==> config.mk <==
export PLATFORM = sky130hd
export DESIGN_NAME = uart_tx_arbiter
export DESIGN_NICKNAME = d
export VERILOG_FILES = /design/src/rtl/uart_pkg.sv /design/src/rtl/rr_arbiter.sv /design/src/rtl/uart_tx_arbiter.sv
export SDC_FILE = /design/constraint.sdc
export NUM_CORES = 1
export LEC_CHECK = 0
export ABC_AREA = 0
export BUFFER_PORTS_ARGS = -buffer_cell sky130_fd_sc_hd__buf_2
export CAP_MARGIN = 0
export CORE_MARGIN = 3
export CORE_UTILIZATION = 35
export CTS_CLUSTER_DIAMETER = 50
export DETAILED_ROUTE_END_ITERATION = 10
export PLACE_DENSITY = 0.69
export SLEW_MARGIN = 15
export SYNTH_ARGS = -nofsm -noshare
export SYNTH_HDL_FRONTEND = slang
export SYNTH_SLANG_ARGS = --single-unit
==> constraint.sdc <==
create_clock -name clk_i -period 1.9 [get_ports clk_i]
set_input_delay 0.19 -clock clk_i [delete_from_list [all_inputs] [get_ports clk_i]]
set_output_delay 0.19 -clock clk_i [all_outputs]
set_load 0.02 [all_outputs]
==> src/rtl/uart_pkg.sv <==
// Shared UART register map and the TX arbiter state encoding. The UART core
// imports the same package, so the register offsets cannot drift apart.
package uart_pkg;

  // Register offsets relative to the UART base address
  localparam logic [31:0] UartRxOffset     = 32'h0000_0000;
  localparam logic [31:0] UartTxOffset     = 32'h0000_0004;
  localparam logic [31:0] UartStatusOffset = 32'h0000_0008;

  // Bit positions inside the status register
  localparam int StatusRxEmptyBit = 0;
  localparam int StatusTxFullBit  = 1;

  // Per-byte transfer sequence of the TX arbiter
  typedef enum logic [2:0] {
    ARB       = 3'd0,
    STAT_REQ  = 3'd1,
    STAT_WAIT = 3'd2,
    BACKOFF   = 3'd3,
    WR_REQ    = 3'd4,
    WR_WAIT   = 3'd5
  } uart_arb_state_t;

endpackage

==> src/rtl/rr_arbiter.sv <==
// Combinational round-robin pick: the first asserted valid bit at or after
// ptr_i, wrapping modulo NumReq. Returns the pick as one-hot and as an index.
module rr_arbiter #(
  parameter int NumReq = 2,
  localparam int IdxW = (NumReq > 1) ? $clog2(NumReq) : 1
) (
  input  logic [NumReq-1:0] valid_i,
  input  logic [IdxW-1:0]   ptr_i,
  output logic [NumReq-1:0] grant_o,
  output logic [IdxW-1:0]   idx_o,
  output logic              any_o
);

  int              sum_s;
  int              cand_s;
  logic [IdxW-1:0] cand_idx_s;

  // Scan from the farthest candidate to the nearest so the nearest valid wins
  always_comb begin
    grant_o    = '0;
    idx_o      = '0;
    any_o      = 1'b0;
    sum_s      = 0;
    cand_s     = 0;
    cand_idx_s = '0;
    for (int k = NumReq - 1; k >= 0; k--) begin
      sum_s      = int'(ptr_i) + k;
      cand_s     = (sum_s >= NumReq) ? (sum_s - NumReq) : sum_s;
      cand_idx_s = cand_s[IdxW-1:0];
      if (valid_i[cand_idx_s]) begin
        grant_o             = '0;
        grant_o[cand_idx_s] = 1'b1;
        idx_o               = cand_idx_s;
        any_o               = 1'b1;
      end else begin
        any_o = any_o;
      end
    end
  end

endmodule

==> src/rtl/uart_tx_arbiter.sv <==
// Shares one UART transmitter between NumReq byte-stream requesters. Grants
// are round-robin and locked for a whole packet; each byte is written to the
// TX register only after a status read shows room in the TX FIFO.
module uart_tx_arbiter
  import uart_pkg::*;
#(
  parameter int                   NumReq       = 2,
  parameter int                   AddrWidth    = 32,
  parameter int                   DataWidth    = 32,
  parameter logic [AddrWidth-1:0] UartBase     = 32'h8000_1000,
  parameter int                   PollInterval = 16
) (
  input  logic                       clk_i,
  input  logic                       rst_ni,
  input  logic [NumReq-1:0]          req_valid_i,
  input  logic [NumReq*8-1:0]        req_data_i,
  input  logic [NumReq-1:0]          req_last_i,
  output logic [NumReq-1:0]          req_ready_o,
  output logic                       host_req_o,
  output logic [AddrWidth-1:0]       host_addr_o,
  output logic                       host_we_o,
  output logic [3:0]                 host_be_o,
  output logic [DataWidth-1:0]       host_wdata_o,
  input  logic                       host_rvalid_i,
  input  logic [DataWidth-1:0]       host_rdata_i,
  output logic                       busy_o,
  output logic [$clog2(NumReq)-1:0]  grant_o
);

  localparam int IdxW = $clog2(NumReq);
  localparam int CntW = (PollInterval > 1) ? $clog2(PollInterval) : 1;

  uart_arb_state_t      state_q, state_d;
  logic [IdxW-1:0]      rr_q, rr_d;
  logic [IdxW-1:0]      grant_q, grant_d;
  logic                 lock_q, lock_d;
  logic [7:0]           byte_q, byte_d;
  logic [CntW-1:0]      cnt_q, cnt_d;
  logic                 host_req_q, host_req_d;
  logic [AddrWidth-1:0] addr_q, addr_d;
  logic                 we_q, we_d;
  logic [DataWidth-1:0] wdata_q, wdata_d;
  logic                 busy_q, busy_d;

  logic [NumReq-1:0]    own_mask_s;
  logic [NumReq-1:0]    elig_s;
  logic [IdxW-1:0]      ptr_s;
  logic [NumReq-1:0]    arb_grant_s;
  logic [IdxW-1:0]      arb_idx_s;
  logic                 arb_any_s;
  logic                 rdata_unused_s;

  // While a packet is open only its owner is eligible; otherwise everyone is
  assign own_mask_s = {{(NumReq-1){1'b0}}, 1'b1} << grant_q;
  assign elig_s     = lock_q ? (req_valid_i & own_mask_s) : req_valid_i;
  assign ptr_s      = lock_q ? grant_q : rr_q;

  rr_arbiter #(.NumReq(NumReq)) u_rr (
    .valid_i (elig_s),
    .ptr_i   (ptr_s),
    .grant_o (arb_grant_s),
    .idx_o   (arb_idx_s),
    .any_o   (arb_any_s)
  );

  // The ready pulse must coincide with the cycle the byte is sampled
  assign req_ready_o    = (state_q == ARB) ? arb_grant_s : '0;
  assign host_be_o      = 4'b0001;
  assign host_req_o     = host_req_q;
  assign host_addr_o    = addr_q;
  assign host_we_o      = we_q;
  assign host_wdata_o   = wdata_q;
  assign busy_o         = busy_q;
  assign grant_o        = grant_q;
  assign rdata_unused_s = ^host_rdata_i;

  // Next-state, arbitration bookkeeping and registered bus-output values
  always_comb begin
    state_d    = state_q;
    rr_d       = rr_q;
    grant_d    = grant_q;
    lock_d     = lock_q;
    byte_d     = byte_q;
    cnt_d      = cnt_q;
    case (state_q)
      ARB: begin
        if (arb_any_s) begin
          byte_d  = req_data_i[{arb_idx_s, 3'b000} +: 8];
          grant_d = arb_idx_s;
          if (req_last_i[arb_idx_s]) begin
            lock_d = 1'b0;
            rr_d   = (arb_idx_s == IdxW'(NumReq - 1)) ? '0 : arb_idx_s + IdxW'(1);
          end else begin
            lock_d = 1'b1;
          end
          state_d = STAT_REQ;
        end else begin
          state_d = ARB;
        end
      end
      STAT_REQ:  state_d = STAT_WAIT;
      STAT_WAIT: begin
        if (host_rvalid_i) begin
          if (host_rdata_i[StatusTxFullBit]) begin
            cnt_d   = CntW'(PollInterval - 1);
            state_d = BACKOFF;
          end else begin
            state_d = WR_REQ;
          end
        end else begin
          state_d = STAT_WAIT;
        end
      end
      BACKOFF: begin
        if (cnt_q == '0) begin
          state_d = STAT_REQ;
        end else begin
          cnt_d = cnt_q - CntW'(1);
        end
      end
      WR_REQ:  state_d = WR_WAIT;
      WR_WAIT: begin
        if (host_rvalid_i) begin
          state_d = ARB;
        end else begin
          state_d = WR_WAIT;
        end
      end
      default: state_d = ARB;
    endcase

    host_req_d = 1'b0;
    addr_d     = addr_q;
    we_d       = we_q;
    wdata_d    = wdata_q;
    if (state_d == STAT_REQ) begin
      host_req_d = 1'b1;
      we_d       = 1'b0;
      addr_d     = UartBase + AddrWidth'(UartStatusOffset);
    end else if (state_d == WR_REQ) begin
      host_req_d = 1'b1;
      we_d       = 1'b1;
      addr_d     = UartBase + AddrWidth'(UartTxOffset);
      wdata_d    = DataWidth'(byte_d);
    end else begin
      host_req_d = 1'b0;
    end
    busy_d = (state_d != ARB);
  end

  // State and output registers; reset drops any pending byte and the lock
  always_ff @(posedge clk_i or negedge rst_ni) begin
    if (!rst_ni) begin
      state_q    <= ARB;
      rr_q       <= '0;
      grant_q    <= '0;
      lock_q     <= 1'b0;
      byte_q     <= 8'h00;
      cnt_q      <= '0;
      host_req_q <= 1'b0;
      addr_q     <= '0;
      we_q       <= 1'b0;
      wdata_q    <= '0;
      busy_q     <= 1'b0;
    end else begin
      state_q    <= state_d;
      rr_q       <= rr_d;
      grant_q    <= grant_d;
      lock_q     <= lock_d;
      byte_q     <= byte_d;
      cnt_q      <= cnt_d;
      host_req_q <= host_req_d;
      addr_q     <= addr_d;
      we_q       <= we_d;
      wdata_q    <= wdata_d;
      busy_q     <= busy_d;
    end
  end

endmodule

==> run_results.csv <==
group,metric,value,unit
clock_tree,clock_latency,0.28,ns
sta,fin_crit,1.79,ns
die,io_pins,129,
routing,vias,1275,
yosys,synth_mux_area_share,5.34,%
sta,report.final.slew_viol_count,0,
routing,ant_nets,0,
sta,period_share,94.1,%
yosys,synth_area_leaders,"dfrtp_1, buf_4, mux2i_1",
routing,dr.max_layer_used,"met4",
yosys,synth_seq_cells,31,
setup_path,max_stage_delay,0.42,ns
setup_path,crit_chain,"nand2b_1 > o311ai_2 > buf_4 > nor4_2 > buf_4 > buf_2",
sta,hold_viol,0,
setup_path,critPathTopFamily,"buffers and inverters",
yosys,syn_inst,197,
die,die-area,6340,sq um
setup_path,r2r_cells,5,
yosys,synth_top_area_cell,"dfrtp_1",
setup_path,cp_num_buf_inv,3,
worst_hold_path,holdPathStages,2,
yosys,synth_top_family_by_area,"buffers and inverters",
clock_tree,root_buffer,"clkbuf_8",
clock_tree,numCtsBuffers,5,
yosys,synth_area,1900,sq um
routing,drt-pass1-iter-count,4,
die,core_area,5170,sq um
worst_hold_path,hp-class,"in -> reg",
yosys,synth_enable_flop_cells,0,
power,ir_worst_vdd,0.458,mV
routing,wl_met2,1540,um
setup_path,path_common_cell,"buf_4",
place,place_congestion,0.796,
clock_tree,tritoncts,"done",
cells_and_area,multi_input_area,805,sq um
die,start_util,36.7,%
die,std_cell_rows,26,
cells_and_area,final_layout_size_suffix_gt1_share,26.7,%
outcome,outcome,"completed",
yosys,synth-simple-area-share,13.1,%
sta,setup_violations,0,
place,hpwlAfterDp,2580,um
global_route,grt_use_total,10.9,%
routing,drcViolationCount,0,
yosys,async_flop_share,100,%
job,maxCapViolCount,0,
routing,routed_via_density,4.07,
setup_path,worstSetupEndpointType,"output port",
routing,drt_wl_total,3280,um
yosys,synth.avg_cell_area,9.63,sq um
sta,fmax,559,MHz
yosys,yosysWarnings,0,
setup_path,cp.depth,6,
yosys,synth_compound_area_share,10.9,%
routing,met3_length,296,um
routing,drt-initial-drc-count,31,
global_route,grt_overflow,0,
cells_and_area,area_delta_synth_final,7.98,%
yosys,yosys.cell_types.count,35,
sta,relSlewSlack,54.3,%
clock_tree,clockBufferDepth,2,
yosys,synth_top_area_share,40.9,%
routing,wl_met1,1380,um
power,p_per_area,1470,nW/um^2
die,die_y,79.6,um
cells_and_area,fillers,528,
die,die-width,79.6,um
setup_path,worstSetupPathType,"reg -> out",
setup_path,cp_max_fo,5,
yosys,synth_ff_type,"dfrtp_1",
place,place_inst,305,
routing,routedWlPerCell,10.5,um
yosys,synth.most_common_cell,"buf_4",
cells_and_area,diodes,0,
place,place_area,1940,sq um
clock_tree,htreeDepth,2,
clock_tree,clk_pin_slew,0.06,ns
global_route,grt_max_degree,32,
setup_path,crit_path_top_delay_cell,"dfrtp_1",
power,p_leak,1.09,nW
setup_path,cp_data_required_time,1.71,ns
sta,worstMarginPinSlew,0.686,ns
cells_and_area,final_cells,313,
setup_path,crit_arrival,1.60,ns
global_route,antenna_found_initial,0,
clock_tree,post-cts-setup-buffers,0,
sta,finalClockSkew,0.00315,ns
global_route,grt_first_pass_wirelength,5290,um
global_route,grt_pass1_vias,1155,
yosys,synth_common_cells,"buf_4, dfrtp_1, a21oi_1, nand2_1, nor2_1",
yosys,seq_area_frac_synth,40.9,%
setup_path,start_kind,"flop",
cells_and_area,register_area,776,sq um
cells_and_area,final_area,2050,sq um
place,port_buffers,41,
clock_tree,cts.sinks,31,
cells_and_area,final_net_count,299,
yosys,synth_xor_area_share,0.461,%
yosys,synthAdderAreaFrac,0.659,%
[power breakdown]
group	switching, mW	internal, mW	leakage (nW)
clock network	0.230	0.284	0.0470
registers	0.165	0.950	0.352
logic	0.859	0.516	0.686
total	1.25	1.75	1.09
[cell usage in the layout, fill, tap and decap left out, types with 2 or more instances in the layout]
| cell type | count |
|---|---|
| nand2b_1 | 4 |
| nand2_1 | 13 |
| inv_1 | 7 |
| o21ai_1 | 8 |
| or3_1 | 2 |
| dfrtp_1 | 31 |
| buf_2 | 41 |
| buf_4 | 7 |
| nor3_1 | 6 |
| clkbuf_8 | 6 |
| nor2_1 | 11 |
| a21oi_1 | 13 |
| o21ai_0 | 4 |
| conb_1 | 56 |
| mux2i_1 | 9 |
| a31oi_1 | 2 |
[final timing paths]
check,startpoint,slack [ns],endpoint
setup / recovery,lock_q,0.11,req_ready_o[1]
min in group asynchronous,rst_ni,0.48,cnt_q[0]
hold / removal,req_last_i[1],0.09,rr_q
setup reg to reg,state_q[2],0.15,byte_q[5]
hold reg to reg,host_wdata_o[2],0.48,host_wdata_o[2]
max in group asynchronous,rst_ni,0.97,rr_q
[cell families after synthesis]
group,Yosys count
DFF,31
other,2
and+or+nand+nor,47
adders and majority gates,1
buffers and inverters,71
xor gates and xnor gates,1
muxes,10
AOI/OAI and AO/OA,34
[per-layer routing]
metal	GRT usage, %	vias up
met2	17.3	63
met1	13.9	571
met4	5.15	0
met5	0	-
met3	2.71	5
li1	-	636
[sequential cells by signal, summed over array words and instances (netlist names)]
signal,count
busy_o,1
byte_q,8
cnt_q,4
grant_o,1
host_addr_o,3
host_req_o,1
host_wdata_o,8
lock_q,1
rr_q,1
state_q,3
[layout make-up]
type,instances,area share [%]
clock buffer,6,4.03
clock inverter,1,0.244
inverter,7,1.28
multi-input combinational,149,39.3
sequential,31,37.9
tap,70,4.27
timing repair buffer,49,13.1
[metrics by stage]
step	setup TNS [ns]	hold slack (ns)	power [mW]	utilization, %	setup WS, ns
3_5_place_dp	0	0.282	2.51	37.4	0.150
3_3_place_gp	0	0.274	2.45	37.4	0.186
4_1_cts	0	0.0878	3.03	39.3	0.0474
6_report	0	0.0926	3.00	39.6	0.112
5_1_grt	-0.00749	0.0926	3.27	39.6	-0.00749
2_1_floorplan	0	-0.106	2.25	-	0.0998
[repair_timing]
action	in CTS	in global routing
hold buffers	1	0
resized for setup	0	3
setup endpoints to repair	0	4
endpoints found under the hold margin	31	0
No activity file was read; power rests on OpenSTA's default activity.
